## src/rtl/washer_pkg.sv

```systemverilog
// Shared types and constants for the washer pick/drop sequencer.
package washer_pkg;

  typedef enum logic [2:0] {
    ST_IDLE,
    ST_LOWER,
    ST_ENERGIZE,
    ST_RELEASE,
    ST_RAISE,
    ST_DONE
  } seq_state_t;

  typedef enum logic {
    PATH_PICK,
    PATH_DROP
  } path_t;

  localparam logic SERVO_UP   = 1'b1;
  localparam logic SERVO_DOWN = 1'b0;

  localparam int unsigned DEF_TICK_DIV    = 50000;
  localparam int unsigned DEF_SERVO_TICKS = 500;
  localparam int unsigned DEF_DWELL_TICKS = 200;
  localparam int unsigned DEF_TW          = 16;

  // A phase length of zero would never expire; treat it as one tick.
  function automatic int unsigned eff_ticks(input int unsigned n);
    return (n == 0) ? 1 : n;
  endfunction

endpackage

```

## src/rtl/washer_sequencer_if.sv

```systemverilog
// Command/status bundle between station logic (master) and the sequencer (slave).
// Optional abort input when WASHER_SEQ_ABORT_EN is defined.
interface washer_sequencer_if;

  logic start;
  logic cmd_pick;
`ifdef WASHER_SEQ_ABORT_EN
  logic abort;
`endif
  logic controlEM;
  logic controlServo;
  logic busy;
  logic done;
  logic err;
  logic holding;

`ifdef WASHER_SEQ_ABORT_EN
  modport master (output start, cmd_pick, abort,
                  input  controlEM, controlServo, busy, done, err, holding);
  modport slave  (input  start, cmd_pick, abort,
                  output controlEM, controlServo, busy, done, err, holding);
`else
  modport master (output start, cmd_pick,
                  input  controlEM, controlServo, busy, done, err, holding);
  modport slave  (input  start, cmd_pick,
                  output controlEM, controlServo, busy, done, err, holding);
`endif

endinterface

```

## src/rtl/washer_tick_timer.sv

```systemverilog
// Prescaler plus phase counter; expired pulses in the last CLK cycle of a
// phase of len ticks, so the FSM leaves on exactly len*TICK_DIV cycles.
module washer_tick_timer #(
  parameter int unsigned TICK_DIV = 4,
  parameter int unsigned TW       = 16
) (
  input  logic          CLK,
  input  logic          RST,
  input  logic          clr,
  input  logic [TW-1:0] len,
  output logic          expired
);

  logic [TW-1:0] r_presc;
  logic [TW-1:0] r_phase;
  logic          w_tick;

  assign w_tick  = (r_presc == TW'(TICK_DIV - 1));
  assign expired = w_tick && (r_phase == (len - TW'(1)));

  // Prescaler wraps at TICK_DIV-1 and advances the phase counter on wrap.
  always_ff @(posedge CLK or posedge RST) begin
    if (RST) begin
      r_presc <= '0;
      r_phase <= '0;
    end else if (clr) begin
      r_presc <= '0;
      r_phase <= '0;
    end else if (w_tick) begin
      r_presc <= '0;
      r_phase <= r_phase + TW'(1);
    end else begin
      r_presc <= r_presc + TW'(1);
    end
  end

endmodule

```

## src/rtl/washer_sequencer.sv

```systemverilog
// Timed pick-up / drop-off sequencer driving controlEM and controlServo of
// the washer PWM stage. Optional abort: WASHER_SEQ_ABORT_EN.
module washer_sequencer
  import washer_pkg::*;
#(
  parameter int unsigned TICK_DIV    = DEF_TICK_DIV,
  parameter int unsigned SERVO_TICKS = DEF_SERVO_TICKS,
  parameter int unsigned DWELL_TICKS = DEF_DWELL_TICKS,
  parameter int unsigned TW          = DEF_TW
) (
  input  logic              CLK,
  input  logic              RST,
  washer_sequencer_if.slave bus
);

  localparam logic [TW-1:0] SERVO_LEN = TW'(eff_ticks(SERVO_TICKS));
  localparam logic [TW-1:0] DWELL_LEN = TW'(eff_ticks(DWELL_TICKS));

  seq_state_t    r_state, w_state_next;
  path_t         r_path, w_path_next;
  logic          r_em, w_em_next;
  logic          r_servo, w_servo_next;
  logic          r_busy, w_busy_next;
  logic          r_done, w_done_next;
  logic          r_err, w_err_next;
  logic          r_hold, w_hold_next;
  logic          r_aborted, w_aborted_next;

  logic          w_abort;
  logic          w_expired;
  logic          w_clr;
  logic [TW-1:0] w_len;

`ifdef WASHER_SEQ_ABORT_EN
  assign w_abort = bus.abort;
`else
  assign w_abort = 1'b0;
`endif

  // Arm-motion phases use the servo length, magnet phases the dwell length.
  always_comb begin
    w_len = DWELL_LEN;
    if ((r_state == ST_LOWER) || (r_state == ST_RAISE)) begin
      w_len = SERVO_LEN;
    end
  end

  // Counters restart on every state entry and are held clear while idle.
  assign w_clr = (w_state_next != r_state) || (r_state == ST_IDLE);

  washer_tick_timer #(
    .TICK_DIV (TICK_DIV),
    .TW       (TW)
  ) u_timer (
    .CLK     (CLK),
    .RST     (RST),
    .clr     (w_clr),
    .len     (w_len),
    .expired (w_expired)
  );

  // State and registered outputs.
  always_ff @(posedge CLK or posedge RST) begin
    if (RST) begin
      r_state   <= ST_IDLE;
      r_path    <= PATH_PICK;
      r_em      <= 1'b0;
      r_servo   <= SERVO_UP;
      r_busy    <= 1'b0;
      r_done    <= 1'b0;
      r_err     <= 1'b0;
      r_hold    <= 1'b0;
      r_aborted <= 1'b0;
    end else begin
      r_state   <= w_state_next;
      r_path    <= w_path_next;
      r_em      <= w_em_next;
      r_servo   <= w_servo_next;
      r_busy    <= w_busy_next;
      r_done    <= w_done_next;
      r_err     <= w_err_next;
      r_hold    <= w_hold_next;
      r_aborted <= w_aborted_next;
    end
  end

  // Next state and next output values; outputs reflect the state being entered.
  always_comb begin
    w_state_next   = r_state;
    w_path_next    = r_path;
    w_em_next      = r_em;
    w_servo_next   = r_servo;
    w_busy_next    = r_busy;
    w_done_next    = 1'b0;
    w_err_next     = 1'b0;
    w_hold_next    = r_hold;
    w_aborted_next = r_aborted;

    unique case (r_state)
      ST_IDLE: begin
        w_servo_next = SERVO_UP;
        w_em_next    = r_hold;
        w_busy_next  = 1'b0;
        if (bus.start) begin
          if (bus.cmd_pick && !r_hold) begin
            w_state_next   = ST_LOWER;
            w_path_next    = PATH_PICK;
            w_servo_next   = SERVO_DOWN;
            w_busy_next    = 1'b1;
            w_aborted_next = 1'b0;
          end else if (!bus.cmd_pick && r_hold) begin
            w_state_next   = ST_LOWER;
            w_path_next    = PATH_DROP;
            w_servo_next   = SERVO_DOWN;
            w_busy_next    = 1'b1;
            w_aborted_next = 1'b0;
          end else begin
            w_err_next = 1'b1;
          end
        end
      end

      ST_LOWER: begin
        if (w_abort) begin
          w_state_next   = ST_RAISE;
          w_servo_next   = SERVO_UP;
          w_em_next      = r_hold;
          w_aborted_next = 1'b1;
        end else if (w_expired) begin
          if (r_path == PATH_PICK) begin
            w_state_next = ST_ENERGIZE;
            w_em_next    = 1'b1;
          end else begin
            w_state_next = ST_RELEASE;
            w_em_next    = 1'b0;
          end
        end
      end

      ST_ENERGIZE: begin
        if (w_abort) begin
          w_state_next   = ST_RAISE;
          w_servo_next   = SERVO_UP;
          w_em_next      = r_hold;
          w_aborted_next = 1'b1;
        end else if (w_expired) begin
          w_state_next = ST_RAISE;
          w_servo_next = SERVO_UP;
          w_hold_next  = 1'b1;
        end
      end

      ST_RELEASE: begin
        if (w_abort) begin
          w_state_next   = ST_RAISE;
          w_servo_next   = SERVO_UP;
          w_em_next      = r_hold;
          w_aborted_next = 1'b1;
        end else if (w_expired) begin
          w_state_next = ST_RAISE;
          w_servo_next = SERVO_UP;
          w_hold_next  = 1'b0;
        end
      end

      ST_RAISE: begin
        if (w_expired) begin
          if (r_aborted) begin
            w_state_next   = ST_IDLE;
            w_busy_next    = 1'b0;
            w_err_next     = 1'b1;
            w_em_next      = r_hold;
            w_aborted_next = 1'b0;
          end else begin
            w_state_next = ST_DONE;
            w_done_next  = 1'b1;
          end
        end
      end

      ST_DONE: begin
        w_state_next = ST_IDLE;
        w_busy_next  = 1'b0;
        w_servo_next = SERVO_UP;
        w_em_next    = r_hold;
      end

      default: begin
        w_state_next = ST_IDLE;
      end
    endcase
  end

  assign bus.controlEM    = r_em;
  assign bus.controlServo = r_servo;
  assign bus.busy         = r_busy;
  assign bus.done         = r_done;
  assign bus.err          = r_err;
  assign bus.holding      = r_hold;

endmodule

```

## src/flat_wrapper.sv

```systemverilog
// flat-port wrapper written by rule: the top's interface ports become plain ports
module washer_sequencer_flat import washer_pkg::*;
#(
  parameter int unsigned TICK_DIV    = DEF_TICK_DIV,
  parameter int unsigned SERVO_TICKS = DEF_SERVO_TICKS,
  parameter int unsigned DWELL_TICKS = DEF_DWELL_TICKS,
  parameter int unsigned TW          = DEF_TW
)
  (CLK, RST, bus_start, bus_cmd_pick, bus_controlEM, bus_controlServo, bus_busy, bus_done, bus_err, bus_holding);
  washer_sequencer_if bus_i ();
  input  logic CLK;
  input  logic RST;
  input wire logic [$bits(bus_i.start)-1:0] bus_start;
  input wire logic [$bits(bus_i.cmd_pick)-1:0] bus_cmd_pick;
  output wire logic [$bits(bus_i.controlEM)-1:0] bus_controlEM;
  output wire logic [$bits(bus_i.controlServo)-1:0] bus_controlServo;
  output wire logic [$bits(bus_i.busy)-1:0] bus_busy;
  output wire logic [$bits(bus_i.done)-1:0] bus_done;
  output wire logic [$bits(bus_i.err)-1:0] bus_err;
  output wire logic [$bits(bus_i.holding)-1:0] bus_holding;
  assign bus_i.start = bus_start;
  assign bus_i.cmd_pick = bus_cmd_pick;
  assign bus_controlEM = bus_i.controlEM;
  assign bus_controlServo = bus_i.controlServo;
  assign bus_busy = bus_i.busy;
  assign bus_done = bus_i.done;
  assign bus_err = bus_i.err;
  assign bus_holding = bus_i.holding;
  washer_sequencer #(.TICK_DIV(TICK_DIV), .SERVO_TICKS(SERVO_TICKS), .DWELL_TICKS(DWELL_TICKS), .TW(TW)) u_core (.CLK(CLK), .RST(RST), .bus(bus_i));
endmodule
```

## config.mk

```make
export PLATFORM = sky130hd
export DESIGN_NAME = washer_sequencer_flat
export DESIGN_NICKNAME = d
export VERILOG_FILES = /design/src/rtl/washer_pkg.sv /design/src/rtl/washer_sequencer_if.sv /design/src/rtl/washer_tick_timer.sv /design/src/rtl/washer_sequencer.sv /design/src/flat_wrapper.sv
export SDC_FILE = /design/constraint.sdc
export NUM_CORES = 1
export LEC_CHECK = 0
export CAP_MARGIN = 20
export CORE_UTILIZATION = 61
export DETAILED_ROUTE_END_ITERATION = 8
export PLACE_DENSITY = 0.84
export SLEW_MARGIN = 20
export SYNTH_ARGS = -nofsm -noshare
export SYNTH_HDL_FRONTEND = slang
export SYNTH_HIERARCHICAL = 1
export SYNTH_SLANG_ARGS = --single-unit
```

## constraint.sdc

```tcl
create_clock -name CLK -period 5.1 [get_ports CLK]
set_input_delay 1.02 -clock CLK [delete_from_list [all_inputs] [get_ports CLK]]
set_output_delay 1.02 -clock CLK [all_outputs]
set_load 0.05 [all_outputs]
```

==> qor.txt, run 1 <==
status: finished clean
Register-to-Register Path Depth: 11
fillcell total: 346
DP HPWL: 3930 µm
multi-input logic area: 1680 µm²
worst min-delay path class: flop to flop
Die X: 69.2 µm
Least-Margin Pin Slew: 0.708 ns
Comb pwr share: 0.153
worst hold start: u_core/u_timer/r_presc[0]
final WL: 5340 µm
antenna violations before repair: 0
pin count of the biggest net entering global routing: 33
Routed Antenna Nets: 0
Critical Path RT: 5.27 ns
Yosys top cell by area: dfrtp_1
final period utilization: 0.878
ANT cells: 0
vias per cell: 5.47
DIE AREA: 4790 µm²
FP Rows: 24
Seq cells post-synth: 42
commonest cells after routing, fill and taps aside: 46 x nor2_1, 41 x dfrtp_1, 34 x conb_1, 28 x xnor2_1
Clock Power Share: 0.299
Hold Path Depth: 1
Distinct cells, synth: 52
htree depth: 2
RD Place Congestion: 0.875
Sw Ratio: 0.284
Arr. time, crit path: 4.65 ns
Int Pwr: 0.523 mW
pwr dens: 239 nW/µm²
register area share after synthesis: 0.382
Sw Pwr: 0.208 mW
CTS tree: yes
vias in the first global route: 2144
Ports: 10
Sequential Power Share: 0.548
CTS Buffer Depth: 2
Fmax achieved: 223 MHz
Final Cell Area: 3060 µm²
average cell area after synthesis: 9.00 µm²
GRT Util Overall: 0.243
post-cts repair resize count: 0
R2R setup slack: 0.62 ns
root buffer cell: clkbuf_8
fin. max-slew vios: 0
Fin. Hold Viols: 0
first-pass GRT wire length: 9210 µm
RSZ-0062 raised after global routing: no
FF-to-FF Start: u_core/r_state[2]
max_cap viols: 0
Crit Path Class: flop to flop
worst skew pair latency: 0.29 ns
Synth Instances: 306
crit end category: flop
drt drc: 0
Final Setup Violations: 0
core box area: 4350 µm²
final core utilization: 0.702
clock sink total: 42
Tmin final: 4.48 ns
clk_skew: 0.00628 ns
Initial Utilization: 0.632
Initial DRC Count: 109
Synth top area share: 0.373
final net count: 353
crit start category: flop
YS warnings: 6
peak supply drop: 0.307 mV
Slew HR: 0.526
P_leak: 1.34 nW
DR vias: 2172
Area Growth Syn to Fin: 11.1%
largest cells by area after synthesis: dfrtp_1 37%, xnor2_1 8.9%, xor2_1 7.0%, nor2_1 6.3%, nand2_1 3.0%
TNS Setup: 0 ns
I/O Buffers: 9
Detailed Routing Iterations Pass 1: 6
storage element area: 1050 µm²
maximum fanout along the worst path: 17
most common cell after layout, fill and taps aside: nor2_1
CTS Hold Bufs: 0
wire length per cell: 13.4 µm
CTS buffer count: 5
# Post-CTS Setup Buffers: 0
layout cells sized above 1: 0.0696
CP Launch Point: u_core/r_state[2]
DP Area: 2970 µm²
Mapped Area: 2750 µm²
DIE HEIGHT: 69.2 µm
total grt overflow: 0
Worst-path clk slew: 0.07 ns
critical path, cell delays in order (launching register included):
cell and delay, ns:
dfrtp_1 0.61, xnor2_1 0.14, nor2_1 0.56, inv_1 0.28, or3_1 0.47, nor3_4 0.27, xnor2_1 0.17, o2111ai_1 0.16
nor4b_2 0.62, nand2b_1 0.57, or2_2 0.40, nor2_1 0.10
Yosys cell counts (all sizes together):
cell type  number
a21o            2
a21oi           6
a22oi           3
a31oi           2
a32oi           2
and2            2
and2b           1
and3            8
and4            4
buf             7
clkbuf          7
conb            2
dfrtp          41
dfstp           1
ha              5
inv            13
mux2            1
mux2i           4
nand2          22
nand2b          2
nand3          11
nand3b          1
nand4           9
nor2           46
nor2b           4
nor3            8
nor3b           1
nor4            6
nor4b           4
nor4bb          2
o2111ai         2
o211ai          3
o21ai           8
o221ai          3
o31ai           3
or2             3
or3             5
or4             1
or4b            1
xnor2          28
xor2           22
stage by stage:
| step | std cells | total power [mW] | setup slack, ns | hold WS [ns] |
|---|---|---|---|---|
| finish | 397 | 0.731 | 0.621 | 0.497 |
| global route | 397 | 0.776 | 0.242 | 0.527 |
| CTS | 397 | 0.738 | 0.624 | 0.502 |
| detailed placement | 389 | 0.515 | 0.648 | 0.480 |
| global placement | 389 | 0.509 | 0.884 | 0.465 |
| floorplan | 338 | 0.487 | 1.08 | 0.455 |
power groups by stage:
stage / Sequential [mW] / Combinational [mW] / Clock [mW]
after floorplan: 0.407 / 0.0800 / 0
after global placement: 0.404 / 0.105 / 0
after detailed placement: 0.404 / 0.111 / 0
after CTS: 0.400 / 0.112 / 0.226
after global routing: 0.407 / 0.131 / 0.238
final: 0.401 / 0.112 / 0.218
registers in the layout, indices dropped and copies added, names as in the netlist:
register	count
u_core/u_timer/r_presc	16
u_core/r_path	1
u_core/bus.busy	1
u_core/bus.err	1
u_core/bus.done	1
u_core/bus.holding	1
u_core/u_timer/r_phase	16
u_core/bus.controlServo	1
u_core/r_state	3
u_core/bus.controlEM	1
logic make-up after synthesis:
| kind of cell | Yosys count | synth area share |
|---|---|---|
| buffers and inverters | 27 | 0.0509 |
| other | 2 | 0.00273 |
| multiplexers | 5 | 0.0186 |
| AND/OR/NAND/NOR | 141 | 0.281 |
| XOR/XNOR | 50 | 0.159 |
| AO/OA/AOI/OAI | 34 | 0.0823 |
| adder cells (fa/ha/maj) | 5 | 0.0227 |
| flip-flops | 42 | 0.382 |
worst paths after layout:
kind,end
worst max-delay path,u_core/u_timer/r_presc[2]
worst min-delay path,u_core/u_timer/r_presc[0]
worst max register to register,u_core/u_timer/r_presc[2]
worst min register to register,u_core/u_timer/r_presc[0]
max in group asynchronous,u_core/u_timer/r_presc[7]
min in group asynchronous,u_core/bus.holding
layout make-up:
cell class                 instances  share of cell area
clock buffer                       7              0.0282
clock inverter                     1             0.00164
inverter                          13              0.0160
multi-input combinational        269               0.550
sequential                        42               0.344
tap                               52              0.0213
timing repair buffer              13              0.0393
layer usage:
metal / routed length, µm / global-route usage / up-vias
met5: 0 / 0 / -
met4: 127 / 0.143 / 0
met3: 188 / 0.0378 / 13
met2: 2640 / 0.413 / 42
met1: 2380 / 0.291 / 1018
li1: - / - / 1099
Power figures use the tool's default switching activity.
==> run 2, diff against run 1 <==
--- a/config.mk
+++ b/config.mk
@@ -9,7 +9,6 @@
 export CORE_UTILIZATION = 61
 export DETAILED_ROUTE_END_ITERATION = 8
 export PLACE_DENSITY = 0.84
-export SLEW_MARGIN = 20
 export SYNTH_ARGS = -nofsm -noshare
 export SYNTH_HDL_FRONTEND = slang
 export SYNTH_HIERARCHICAL = 1
==> results of run 2 <==
No change in the layout: final DEF, timing and power equal those of run 1.
